$ cat config.mk
export PLATFORM = sky130hd
export DESIGN_NAME = gpio_scan_responder
export DESIGN_NICKNAME = d
export VERILOG_FILES = /design/src/rtl/gpio_scan_responder.sv
export SDC_FILE = /design/constraint.sdc
export NUM_CORES = 1
export LEC_CHECK = 0
export CAP_MARGIN = 10
export CORE_ASPECT_RATIO = 1.2
export CORE_MARGIN = 10
export CORE_UTILIZATION = 28
export CTS_CLUSTER_DIAMETER = 100
export DETAILED_ROUTE_END_ITERATION = 10
export MAX_ROUTING_LAYER = met4
export SLEW_MARGIN = 20
export SYNTH_ARGS = -nofsm -noshare
export SYNTH_HDL_FRONTEND = slang
export SYNTH_SLANG_ARGS = --single-unit
$ cat constraint.sdc
create_clock -name clk -period 2.31 [get_ports clk]
set_input_delay 0.3465 -clock clk [delete_from_list [all_inputs] [get_ports clk]]
set_output_delay 0.3465 -clock clk [all_outputs]
set_load 0.01 [all_outputs]
$ cat src/rtl/gpio_scan_responder.sv
// gpio_scan_responder: chip-side end of the GPIO scan protocol.
// A 112-bit frame is shifted in MSB-first. A falling global_csb launches one
// dual-port SRAM access from the frame fields. Read data is captured and can
// be folded back into the frame's din fields with sram_load for scan-out.
module gpio_scan_responder #(
   parameter int unsigned SEL_WIDTH   = 4,
   parameter int unsigned ADDR_WIDTH  = 16,
   parameter int unsigned DATA_WIDTH  = 32,
   parameter int unsigned WMASK_WIDTH = 4
) (
   input  logic                   clk,
   input  logic                   resetn,
   input  logic                   scan_en,
   input  logic                   scan_in,
   output logic                   scan_out,
   input  logic                   sram_load,
   input  logic                   global_csb,
   output logic [SEL_WIDTH-1:0]   sram_sel,
   output logic                   csb0,
   output logic                   web0,
   output logic [ADDR_WIDTH-1:0]  addr0,
   output logic [DATA_WIDTH-1:0]  din0,
   output logic [WMASK_WIDTH-1:0] wmask0,
   output logic                   csb1,
   output logic                   web1,
   output logic [ADDR_WIDTH-1:0]  addr1,
   output logic [DATA_WIDTH-1:0]  din1,
   output logic [WMASK_WIDTH-1:0] wmask1,
   input  logic [DATA_WIDTH-1:0]  dout0,
   input  logic [DATA_WIDTH-1:0]  dout1,
   output logic                   busy
);

   // Per-port field block, LSB first: wmask, web, csb, din, addr.
   localparam int unsigned PORT_W     = ADDR_WIDTH + DATA_WIDTH + 2 + WMASK_WIDTH;
   localparam int unsigned SCAN_WIDTH = SEL_WIDTH + 2 * PORT_W;
   localparam int unsigned WE_OFS     = WMASK_WIDTH;
   localparam int unsigned CS_OFS     = WMASK_WIDTH + 1;
   localparam int unsigned DIN_OFS    = WMASK_WIDTH + 2;
   localparam int unsigned ADDR_OFS   = WMASK_WIDTH + 2 + DATA_WIDTH;
   localparam int unsigned P0_BASE    = PORT_W;
   localparam int unsigned P1_BASE    = 0;
   localparam int unsigned SEL_BASE   = 2 * PORT_W;

   typedef enum logic [1:0] {
      IDLE    = 2'd0,
      ACCESS  = 2'd1,
      CAPTURE = 2'd2
   } state_t;

   state_t                  state;
   logic [SCAN_WIDTH-1:0]   shreg;
   logic [SCAN_WIDTH-1:0]   shreg_load;
   logic                    gcsb_q;
   logic                    trigger;
   logic                    rd0, rd1;
   logic                    cap_vld0, cap_vld1;
   logic [DATA_WIDTH-1:0]   cap0, cap1;
   logic                    load0, load1;
   logic [DATA_WIDTH-1:0]   load_data0, load_data1;

   logic [SEL_WIDTH-1:0]    f_sel;
   logic [ADDR_WIDTH-1:0]   f_addr0, f_addr1;
   logic [DATA_WIDTH-1:0]   f_din0, f_din1;
   logic [WMASK_WIDTH-1:0]  f_wmask0, f_wmask1;
   logic                    f_csb0, f_web0, f_csb1, f_web1;

   assign f_sel    = shreg[SEL_BASE +: SEL_WIDTH];
   assign f_addr0  = shreg[P0_BASE + ADDR_OFS +: ADDR_WIDTH];
   assign f_din0   = shreg[P0_BASE + DIN_OFS +: DATA_WIDTH];
   assign f_csb0   = shreg[P0_BASE + CS_OFS];
   assign f_web0   = shreg[P0_BASE + WE_OFS];
   assign f_wmask0 = shreg[P0_BASE +: WMASK_WIDTH];
   assign f_addr1  = shreg[P1_BASE + ADDR_OFS +: ADDR_WIDTH];
   assign f_din1   = shreg[P1_BASE + DIN_OFS +: DATA_WIDTH];
   assign f_csb1   = shreg[P1_BASE + CS_OFS];
   assign f_web1   = shreg[P1_BASE + WE_OFS];
   assign f_wmask1 = shreg[P1_BASE +: WMASK_WIDTH];

   assign scan_out = shreg[SCAN_WIDTH-1];
   assign busy     = (state != IDLE);

   // Falling strobe edge, only when idle and neither shift nor load claims the cycle.
   assign trigger = ~scan_en & ~sram_load & ~global_csb & gcsb_q & (state == IDLE);

   // Load source: during CAPTURE bypass the read data being captured this edge,
   // otherwise use the held capture; a port that did not read leaves its din field.
   always_comb begin
      load0      = (state == CAPTURE) ? rd0 : cap_vld0;
      load1      = (state == CAPTURE) ? rd1 : cap_vld1;
      load_data0 = (state == CAPTURE) ? dout0 : cap0;
      load_data1 = (state == CAPTURE) ? dout1 : cap1;
      shreg_load = shreg;
      if (load0) shreg_load[P0_BASE + DIN_OFS +: DATA_WIDTH] = load_data0;
      if (load1) shreg_load[P1_BASE + DIN_OFS +: DATA_WIDTH] = load_data1;
   end

   // Scan shift register: shift has priority over read-data load.
   always_ff @(posedge clk or negedge resetn) begin
      if (!resetn) begin
         shreg <= '0;
      end else if (scan_en) begin
         shreg <= {shreg[SCAN_WIDTH-2:0], scan_in};
      end else if (sram_load) begin
         shreg <= shreg_load;
      end
   end

   // Access FSM: latches frame fields at trigger so later shifting cannot disturb the access.
   always_ff @(posedge clk or negedge resetn) begin
      if (!resetn) begin
         state    <= IDLE;
         gcsb_q   <= 1'b1;
         sram_sel <= '0;
         csb0     <= 1'b1;
         web0     <= 1'b1;
         addr0    <= '0;
         din0     <= '0;
         wmask0   <= '0;
         csb1     <= 1'b1;
         web1     <= 1'b1;
         addr1    <= '0;
         din1     <= '0;
         wmask1   <= '0;
         rd0      <= 1'b0;
         rd1      <= 1'b0;
         cap0     <= '0;
         cap1     <= '0;
         cap_vld0 <= 1'b0;
         cap_vld1 <= 1'b0;
      end else begin
         gcsb_q <= global_csb;
         case (state)
            IDLE: begin
               if (trigger) begin
                  sram_sel <= f_sel;
                  csb0     <= f_csb0;
                  web0     <= f_web0;
                  addr0    <= f_addr0;
                  din0     <= f_din0;
                  wmask0   <= f_wmask0;
                  csb1     <= f_csb1;
                  web1     <= f_web1;
                  addr1    <= f_addr1;
                  din1     <= f_din1;
                  wmask1   <= f_wmask1;
                  rd0      <= ~f_csb0 & f_web0;
                  rd1      <= ~f_csb1 & f_web1;
                  state    <= ACCESS;
               end
            end
            ACCESS: begin
               csb0  <= 1'b1;
               csb1  <= 1'b1;
               state <= CAPTURE;
            end
            CAPTURE: begin
               if (rd0) cap0 <= dout0;
               if (rd1) cap1 <= dout1;
               cap_vld0 <= rd0;
               cap_vld1 <= rd1;
               state    <= IDLE;
            end
            default: begin
               csb0  <= 1'b1;
               csb1  <= 1'b1;
               state <= IDLE;
            end
         endcase
      end
   end

endmodule

; Yosys cells after proc, flatten, opt, wreduce, memory -nomap -nowiden
; Cells that the tools add are included.
[totals]
input_bits = 70
word_cells = 62
reg_bits = 295
out_inout_bits = 114
[classes]
eq_ne = 3
bitwise = 12
reduce_logical = 11
muxes = 14
[op_table]
columns = op, count
row1 = two-way mux 32 bit, 4
row2 = two-way mux 112 bit, 1
row3 = two-way mux 92 bit, 1
row4 = AND reduction 2 bit, 6
row5 = nonzero test 2 bit, 4
row6 = AND 1 bit, 6
row7 = inverter 1 bit, 6
row8 = two-way mux 1 bit, 4
row9 = case mux 1 bit (2 select lines), 2
row10 = case mux 2 bit (2 select lines), 1
row11 = "== test 2 x 1 -> 1 bit, second input constant", 1
row12 = "== test 2 bit, second input constant", 1
row13 = logical NOT 2 bit, 1
row14 = two-way mux 2 bit, 1
row15 = "inequality test 2 bit, second input constant", 1

; Logic depth before layout (Yosys ltp)
; Gate-level depths: netlist of the first run.
[depth]
word_depth = 7
depth_mapped = 7

; Worst setup path after synthesis of the first run
; No wires, ideal clock.
[synth_timing]
path_kind = in2reg
start = input port scan_en
end = register addr0[0]
required_ps = 2185
setup_slack_ps = 263
t_arrival_ps = 1921
cell_stages = 7
setup_ps = 125
path_buffers = 4
cell_sequence = buf_6 or4b_4 or2_1 clkbuf_1 buf_6 buf_6 mux2_4
[synth_between]
elab_chain_len = 6
[synth_lines]
columns = element, line
row1 = start: declaration, 13  ; input logic scan_en,
row2 = inverter 1 bit, 84  ; assign trigger = ~scan_en & ~sram_load & ~global_csb & gcsb_q & (state == IDLE);
row3 = AND 1 bit (4 in series), 84
row4 = AND reduction 2 bit (no line), -
row5 = end signal: assignment, 139  ; addr0 <= f_addr0;
row6 = end: declaration, 21  ; output logic [ADDR_WIDTH-1:0] addr0,
; No other way between the ends.
; A chain may end at the register's enable or synchronous reset.

; Worst setup path in the final report of the first run
[layout_timing]
start = register state[0]
end = output port busy
[layout_between]
elab_chain_len = 1
[layout_lines]
columns = element, line
row1 = start: declaration, 51  ; state_t state;
row2 = start signal: assignment, 112  ; state <= IDLE;
row3 = start signal: assignment, 149  ; state <= ACCESS;
row4 = start signal: assignment, 155  ; state <= CAPTURE;
row5 = nonzero test 2 bit, 81  ; assign busy = (state != IDLE);
row6 = end: declaration, 31  ; output logic busy
; No other way between the ends.

==> flow_summary.yaml, run 1 <==
outcome:
  status: "complete, no violations"
setup_path:
  path_depth: 2
  critPathTopFamily: "flip-flops"
  path_cells: "or2_2, dlygate4sd2_1"
  worstPathMaxFanout: 14
  r2r_setup_slack_ns: 0.27
  r2r_cells: 4
  worstSetupEndpointType: "primary output"
  r2r-start: "gcsb_q$_DFF_PN1_"
  cp.arrival_ns: 1.81
  startpoint_type: "flop"
  slowest_delay_ns: 0.52
  path_buf_inv: 1
  critPathSlowestCell: "dfrtp_2"
  crit_end: "busy"
  criticalPathCategory: "flop to primary output"
  crit_start: "state[0]$_DFFE_PN0P_"
  worstReg2RegEnd: "addr1[1]$_DFFE_PN0P_"
  cp_data_required_time_ns: 1.96
logic_synthesis:
  yosysTopAreaCell: "dfrtp_1"
  syn_nets: 1009
  netlist-cell-type-count: 24
  seq_area_frac_synth: 0.559
  netlist.area_leader.share: 0.549
  synth_area_um2: 13200
  synth_area_leaders: "dfrtp_1 55%, mux2_2 18%, mux2_4 8.9%"
  syn_inst: 939
  syn-mean-instance-area_um2: 14.1
  ys_warn_count: 0
  ys_seq_elements: 295
global_routing:
  grt_max_degree: 62
  grt.overflow.total: 0
  grt_pass1_wl_mm: 52.6
  grt_usage: 0.122
  grt_pass1_vias: 8813
  antenna_found_initial: 7
timing:
  worstMarginPinSlew_ns: 0.563
  finalWorstSetupSlack_ns: 0.158
  fin_crit_ns: 2.15
  finalMaxSlewViolations: 0
  finalClockSkew_ns: 0.0131
  hold_violations: 0
  min_period_over_period: 0.932
  slew_headroom: 0.624
  rsz0062_at_grt: "no"
  setup_violations: 0
  hold_ws_ns: 0.271
  max_clock_freq_mhz: 465
  fin_setup_tns_ns: 0
routing:
  dr.pass1.iters: 4
  wl_per_cell_um: 18.8
  vias_per_cell: 4.64
  drtIter0Drc: 290
  ant_nets: 0
  vias: 8252
  drc: 0
  drt-total-wl_mm: 33.5
clocking:
  path_clk_slew_ns: 0.06
  cts_tree: "built"
  h-tree-depth: 2
  clk_latency_ns: 0.54
  root_buffer: "clkbuf_16"
  cts_sinks: 295
  cts_setup_buffers: 0
  clockBufferDepth: 3
  cts_made_buffers: 36
pwr:
  p_per_area_nw_per_um2: 1130
  leakage_uw: 0.00760
  ir_drop_v: 0.000558
placed_design:
  place_area_um2: 16000
  port_buffers: 183
  globalplace.congestion: 0.758
  place_ws_ns: -0.0952
  dp.final_hpwl_mm: 22.6
floorplan:
  start_util: 0.282
  dieWidth_um: 218
  core_um2: 46800
  pin_count: 184
  fp.dieH_um: 258
  fp.dieArea_um2: 56300
  rows: 87
final_layout:
  area.growth.synth_to_final_pct: 30.3
  drive_gt1_frac: 0.345
  finish.utilization: 0.368
  fin_area_um2: 17200
  seq_area_um2: 7390
  finalNetCount: 1192
  nFillCells: 4522
  multiInputGateArea_um2: 5260
min_path:
  holdPathStages: 1
  hold_class: "input pin to flop"
run:
  drv_cap: 0
[sequential cells by signal, indices dropped and copies added, names as in the netlist]
register,count
shreg,112
cap0,32
cap1,32
din0,32
din1,32
addr0,16
addr1,16
sram_sel,4
wmask0,4
wmask1,4
state,2
cap_vld0,1
cap_vld1,1
csb0,1
csb1,1
gcsb_q,1
rd0,1
rd1,1
web0,1
web1,1
[synthesized netlist by cell type (all sizes together)]
master	number
a211o	2
a311oi	2
and4b	2
buf	29
clkbuf	45
dfrtp	290
dfstp	5
inv	65
mux2	286
nand2	70
nand2b	3
nand4bb	10
nor2	1
nor2b	2
o21a	2
o21ai	4
o311ai	64
or2	2
or4b	1
or4bb	54
[timing repair]
action | in CTS | in global routing
gates resized for setup | 1 | 0
hold buffers | 1 | 0
hold endpoints to repair | 52 | 0
endpoints found under the setup margin | 1 | 0
[per-layer routing]
metal	global-route usage	share of wire
met3	0.0337	0.056
met2	0.200	0.50
met1	0.141	0.42
met5	-	0
met4	0.0431	0.022
[power breakdown]
part | total, µW | switching [µW] | internal, µW
clock | 5860 | 2280 | 3580
combinational | 5220 | 1780 | 3440
sequential | 8350 | 1320 | 7030
total | 19400 | 5380 | 14100
[metrics by stage]
stage | total power (µW) | instances
after floorplan | 10900 | 939
after global placement | 13700 | 1706
after detailed placement | 13800 | 1706
after CTS | 19900 | 1772
after global routing | 20600 | 1779
final | 19400 | 1779
[worst register-to-register path: cells and delay by family (launching register included)]
family	cells	cell delay, ns
and+or+nand+nor	2	0.83
DFF	1	0.52
muxes	1	0.32
buffers and inverters	1	0.26
[cell usage in the layout (no fill, tap or decap), types with 4 or more instances in the layout]
cell,synthesis,final
o311ai_0,64,64
clkinv_2,0,7
clkdlybuf4s50_1,0,180
clkbuf_8,0,4
dfrtp_1,290,288
dfstp_2,5,5
buf_12,0,15
buf_4,0,20
mux2_2,208,208
o21ai_0,4,4
bufinv_16,0,5
diode_2,0,7
nand2_1,70,68
or4bb_1,54,54
inv_1,65,65
clkbuf_1,45,7
nand4bb_1,10,10
clkbuf_16,0,36
mux2_4,78,78
[worst min path at each step]
stage	from	end	slack, ns
after detailed placement	resetn	shreg[93]$_DFFE_PN0P_	0.34
final	global_csb	gcsb_q$_DFF_PN1_	0.27
after CTS	global_csb	gcsb_q$_DFF_PN1_	0.22
after global placement	resetn	shreg[94]$_DFFE_PN0P_	0.33
after global routing	global_csb	gcsb_q$_DFF_PN1_	0.24
after floorplan	resetn	addr0[0]$_DFFE_PN0P_	0.05
[cells by family (layout without fill, tap and decap cells)]
group	Yosys count	in the layout	synth area share
flip-flops	295	295	0.559
AND/OR/NAND/NOR	145	145	0.0806
buffers and inverters	139	349	0.0464
AO/OA/AOI/OAI	74	74	0.0477
other	0	7	0
multiplexers	286	286	0.266
[layout make-up]
cell class              instances  share of cell area
flip-flops and latches        295               0.429
well taps                     623              0.0453
multi-input cells             505               0.306
clock buffers                  47              0.0571
repair buffers                219               0.133
diodes                          7             0.00102
inverters                      65              0.0142
clock inverters                18              0.0141
Power figures use the tool's default switching activity.
==> run 2: changes to the inputs <==
--- a/config.mk
+++ b/config.mk
@@ -6,4 +6,5 @@
 export NUM_CORES = 1
 export LEC_CHECK = 0
+export ABC_CLOCK_PERIOD_IN_PS = 1750
 export CAP_MARGIN = 10
 export CORE_ASPECT_RATIO = 1.2
==> constraint.sdc (replaced) <==
create_clock -name clk -period 1.75 [get_ports clk]
set_input_delay 0.35 -clock clk [delete_from_list [all_inputs] [get_ports clk]]
set_output_delay 0.35 -clock clk [all_outputs]
set_load 0.01 [all_outputs]
==> run 2 against run 1 <==
The run now ends with negative setup slack left. Critical path depth grew 2. Total power increased by 34%. First-iteration DRC count down 10%. Clock power up 29%. Die area stayed put. Cell area grew 11%. Highest routed layer unchanged.
==> flow_summary.yaml, run 2 (synthesized netlist as in run 1, its figures left out) <==
outcome:
  status: "finished, violations left"
  violations: "negative setup slack"
global_routing:
  grt.overflow.total: 0
  antenna_found_initial: 3
  grt_usage: 0.134
  grt_pass1_wl_mm: 56.9
  grt_max_degree: 58
  grt_pass1_vias: 9143
clocking:
  h-tree-depth: 2
  cts_tree: "built"
  path_clk_slew_ns: 0.06
  cts_made_buffers: 35
  cts_sinks: 295
  clockBufferDepth: 3
  clk_latency_ns: 0.54
  root_buffer: "clkbuf_16"
setup_path:
  startpoint_type: "flop"
  worstSetupEndpointType: "flop"
  criticalPathCategory: "flop to flop"
  r2r_cells: 4
  r2r-start: "gcsb_q$_DFF_PN1_"
  worstReg2RegEnd: "din1[29]$_DFFE_PN0P_"
  worstPathMaxFanout: 8
  r2r_setup_slack_ns: -0.27
  cp_data_required_time_ns: 2.16
  crit_start: "gcsb_q$_DFF_PN1_"
  cp.arrival_ns: 2.43
floorplan:
  pin_count: 184
  fp.dieArea_um2: 56300
  core_um2: 46800
  fp.dieH_um: 258
  rows: 87
  start_util: 0.282
  dieWidth_um: 218
routing:
  wl_per_cell_um: 20.9
  vias_per_cell: 4.66
  vias: 8564
  drtIter0Drc: 261
  drt-total-wl_mm: 38.4
  drc: 0
  ant_nets: 0
  dr.pass1.iters: 4
min_path:
  worstHoldStart: "global_csb"
  holdPathStages: 1
  hold_class: "input pin to flop"
  holdPathEnd: "gcsb_q$_DFF_PN1_"
timing:
  finalClockSkew_ns: 0.0153
  finalMaxSlewViolations: 0
  min_period_over_period: 1.15
  fin_crit_ns: 2.02
  finalWorstSetupSlack_ns: -0.267
  worstMarginPinSlew_ns: 0.646
  hold_ws_ns: 0.255
  rsz0062_at_grt: "yes"
  max_clock_freq_mhz: 496
  setup_violations: 241
  slew_headroom: 0.570
  hold_violations: 0
placed_design:
  place_ws_ns: -0.684
  globalplace.congestion: 0.742
  port_buffers: 183
  place_area_um2: 16200
  dp_cells: 1721
  dp.final_hpwl_mm: 23.5
final_layout:
  drive_gt1_frac: 0.429
  nFillCells: 4322
  area.growth.synth_to_final_pct: 44.6
  regMostFlops: "shreg"
  final_cell_mix: "288 x dfrtp_1, 148 x mux2_2, 138 x mux2_4"
  fin_area_um2: 19100
  largest_reg_flops: 112
  layout_commonest_cell: "dfrtp_1"
  finalNetCount: 1255
  fin_cells: 1838
run:
  drv_cap: 0
pwr:
  leakage_uw: 0.00885
  ir_drop_v: 0.000621
  power_uw: 26000
  p_per_area_nw_per_um2: 1360
[run 2: changes by cell type in the layout (fill, tap and decap cells not counted), moves of 8 or more]
cell             previous run  this run
buf_12                     15        37
buf_4                      20        28
buf_6                       1        15
clkdlybuf4s50_1           180        67
dlygate4sd2_1               1       109
mux2_2                    208       148
mux2_4                     78       138
o311ai_0                   64         0
o311ai_1                    0        18
o311ai_2                    0        16
o311ai_4                    0        30
[run 2: cell type report]
| class | instances | area, µm² | area share |
|---|---|---|---|
| Multi-Input combinational cell | 506 | 6210 | 0.325 |
| Sequential cell | 295 | 7390 | 0.387 |
| Timing Repair Buffer | 282 | 3260 | 0.171 |
| Clock buffer | 51 | 1060 | 0.0554 |
| Inverter | 65 | 246 | 0.0129 |
| Clock inverter | 12 | 144 | 0.00754 |
| Antenna cell | 4 | 10.0 | 0.000524 |
| Tap cell | 623 | 779 | 0.0408 |
[run 2: report_power, final]
| part | switching, µW | internal, µW |
|---|---|---|
| registers | 1740 | 9280 |
| logic | 2820 | 4630 |
| clock network | 3040 | 4530 |
| total | 7600 | 18400 |
[run 2: worst max-delay path by stage]
stage,endpoint,cells after the start
3_3_place_gp,din0[15]$_DFFE_PN0P_,5
3_5_place_dp,addr1[11]$_DFFE_PN0P_,5
5_1_grt,addr1[11]$_DFFE_PN0P_,4
2_1_floorplan,addr0[0]$_DFFE_PN0P_,6
6_report,din1[29]$_DFFE_PN0P_,4
4_1_cts,din0[17]$_DFFE_PN0P_,4
[run 2: worst max-delay path, cell delays in order (launching register included)]
cell and delay, ns:
dfstp_2 0.51, or4b_4 0.51, or2_4 0.37, clkbuf_16 0.20
mux2_4 0.29
[run 2: metrics by stage]
step	util	TNS, ns
2_1_floorplan	-	-24.30
3_3_place_gp	0.345	-105.83
3_5_place_dp	0.345	-107.41
4_1_cts	0.394	-48.13
5_1_grt	0.408	-51.64
6_report	0.408	-39.86
[run 2: layer usage]
metal  wire length, µm  track usage  vias to the layer above
li1                  -            -                     3914
met1             16300        0.154                     4471
met2             19900        0.228                      133
met3              1460       0.0302                       46
met4               744       0.0388                        0
met5                 0            -                        -
[run 2: repair_timing]
item	CTS	global route
hold endpoints to repair	30	0
setup buffers	28	17
pin swaps	4	16
hold buffers	1	0
gates resized for setup	294	110
gates cloned	13	9
setup endpoints to repair	290	243
==> run 3: changes to the inputs <==
RECOVER_POWER = 100   (was not set)
==> run 3 against run 2 <==
Clock-buffer cell count unchanged. Die area unchanged. The flow still finishes with violations (negative setup slack). Highest routed layer unchanged. Combinational power about the same. Via count increased by 0.37%.
==> flow_summary.yaml, run 3 (synthesized netlist as in run 1, its figures left out) <==
outcome:
  status: "finished, violations left"
  violations: "negative setup slack"
global_routing:
  grt.overflow.total: 0
  grt_pass1_vias: 9143
  grt_usage: 0.134
  grt_max_degree: 58
  grt_pass1_wl_mm: 56.9
  antenna_found_initial: 4
clocking:
  clockBufferDepth: 3
  cts_sinks: 295
  path_clk_slew_ns: 0.06
  root_buffer: "clkbuf_16"
  h-tree-depth: 2
  clk_latency_ns: 0.54
  cts_tree: "built"
  cts_made_buffers: 35
timing:
  max_clock_freq_mhz: 495
  setup_violations: 239
  finalMaxSlewViolations: 0
  fin_crit_ns: 2.02
  min_period_over_period: 1.15
  finalClockSkew_ns: 0.0158
  slew_headroom: 0.164
  hold_violations: 0
  fin_setup_tns_ns: -42.10
  rsz0062_at_grt: "yes"
  finalWorstSetupSlack_ns: -0.269
  worstMarginPinSlew_ns: 1.25
routing:
  drtIter0Drc: 228
  dr.pass1.iters: 4
  ant_nets: 0
  drt-total-wl_mm: 38.4
  vias: 8596
  vias_per_cell: 4.68
  wl_per_cell_um: 20.9
  drc: 0
floorplan:
  dieWidth_um: 218
  rows: 87
  fp.dieH_um: 258
  core_um2: 46800
  fp.dieArea_um2: 56300
  start_util: 0.282
  pin_count: 184
final_layout:
  regMostFlops: "shreg"
  finalNetCount: 1255
  final_cell_mix: "288 x dfrtp_1, 148 x mux2_2, 138 x mux2_4"
  fin_cells: 1838
  drive_gt1_frac: 0.426
  area.growth.synth_to_final_pct: 44.1
  nFillCells: 4332
  layout_commonest_cell: "dfrtp_1"
  largest_reg_flops: 112
placed_design:
  globalplace.congestion: 0.742
  port_buffers: 183
  place_ws_ns: -0.684
  dp_cells: 1721
  dp.final_hpwl_mm: 23.5
setup_path:
  cp.arrival_ns: 2.43
  worstPathMaxFanout: 8
  worstSetupEndpointType: "flop"
  startpoint_type: "flop"
  cp_data_required_time_ns: 2.16
  criticalPathCategory: "flop to flop"
pwr:
  ir_drop_v: 0.000620
  leakage_uw: 0.00883
  p_per_area_nw_per_um2: 1370
run:
  drv_cap: 0
min_path:
  hold_class: "input pin to flop"
run 3: cell count changes in the layout (fill, tap and decap cells not counted), moves of 2 or more:
cell / previous run / this run
buf_12: 37 / 33
buf_4: 28 / 22
buf_6: 15 / 17
clkbuf_2: 0 / 4
clkbuf_4: 0 / 3
dfstp_1: 0 / 3
dfstp_2: 5 / 2
run 3: worst max-delay path: stages (launching register included):
cell and delay (ns):
dfstp_2 0.51, or4b_4 0.51, or2_4 0.37, clkbuf_16 0.20
mux2_4 0.29
run 3: cell type report:
class / count / area, µm² / area share
well taps: 623 / 779 / 0.0409
multi-input cells: 506 / 6210 / 0.326
flip-flops and latches: 295 / 7390 / 0.388
repair buffers: 282 / 3200 / 0.168
inverters: 65 / 246 / 0.0129
clock inverters: 12 / 144 / 0.00756
diodes: 4 / 10.0 / 0.000526
clock buffers: 51 / 1060 / 0.0555
run 3: final timing paths:
path	startpoint	end	slack (ns)	depth (start not counted)
max	gcsb_q$_DFF_PN1_	din1[29]$_DFFE_PN0P_	-0.27	4
min	global_csb	gcsb_q$_DFF_PN1_	0.38	1
max reg2reg	gcsb_q$_DFF_PN1_	din1[29]$_DFFE_PN0P_	-0.27	4
min reg2reg	din1[3]$_DFFE_PN0P_	din1[3]$_DFFE_PN0P_	0.50	1
max in group asynchronous	resetn	web1$_DFFE_PN1P_	0.08	3
min in group asynchronous	resetn	addr0[9]$_DFFE_PN0P_	0.62	2
run 3: stage by stage:
step / cell area [µm²] / total power (µW) / hold WS, ns / utilization
final: 19000 / 26000 / 0.384 / 0.407
after global placement: 16200 / 18100 / 0.294 / 0.345
after global routing: 19000 / 27500 / 0.367 / 0.407
after detailed placement: 16200 / 18300 / 0.289 / 0.345
after floorplan: 13300 / 14400 / 0.0544 / -
after CTS: 18500 / 26100 / 0.218 / 0.394
run 3: what timing repair did:
action                                 CTS  global route
endpoints found under the hold margin   30             0
gates cloned                            13             9
resized for setup                      294           110
pin swaps                                4            16
setup endpoints to repair              290           243
hold buffers                             1             0
buffers inserted                        28            17
run 3: metal layers:
layer | vias to the layer above | share of wire | global-route usage
met2 | 142 | 0.52 | 0.228
li1 | 3910 | - | -
met3 | 46 | 0.038 | 0.0302
met1 | 4498 | 0.43 | 0.154
met4 | 0 | 0.019 | 0.0388
met5 | - | 0 | -
run 3: power by group:
| group | switching [µW] | internal [µW] | total [µW] |
|---|---|---|---|
| Sequential | 1740 | 9270 | 11000 |
| Clock | 3050 | 4530 | 7580 |
| Combinational | 2820 | 4620 | 7440 |
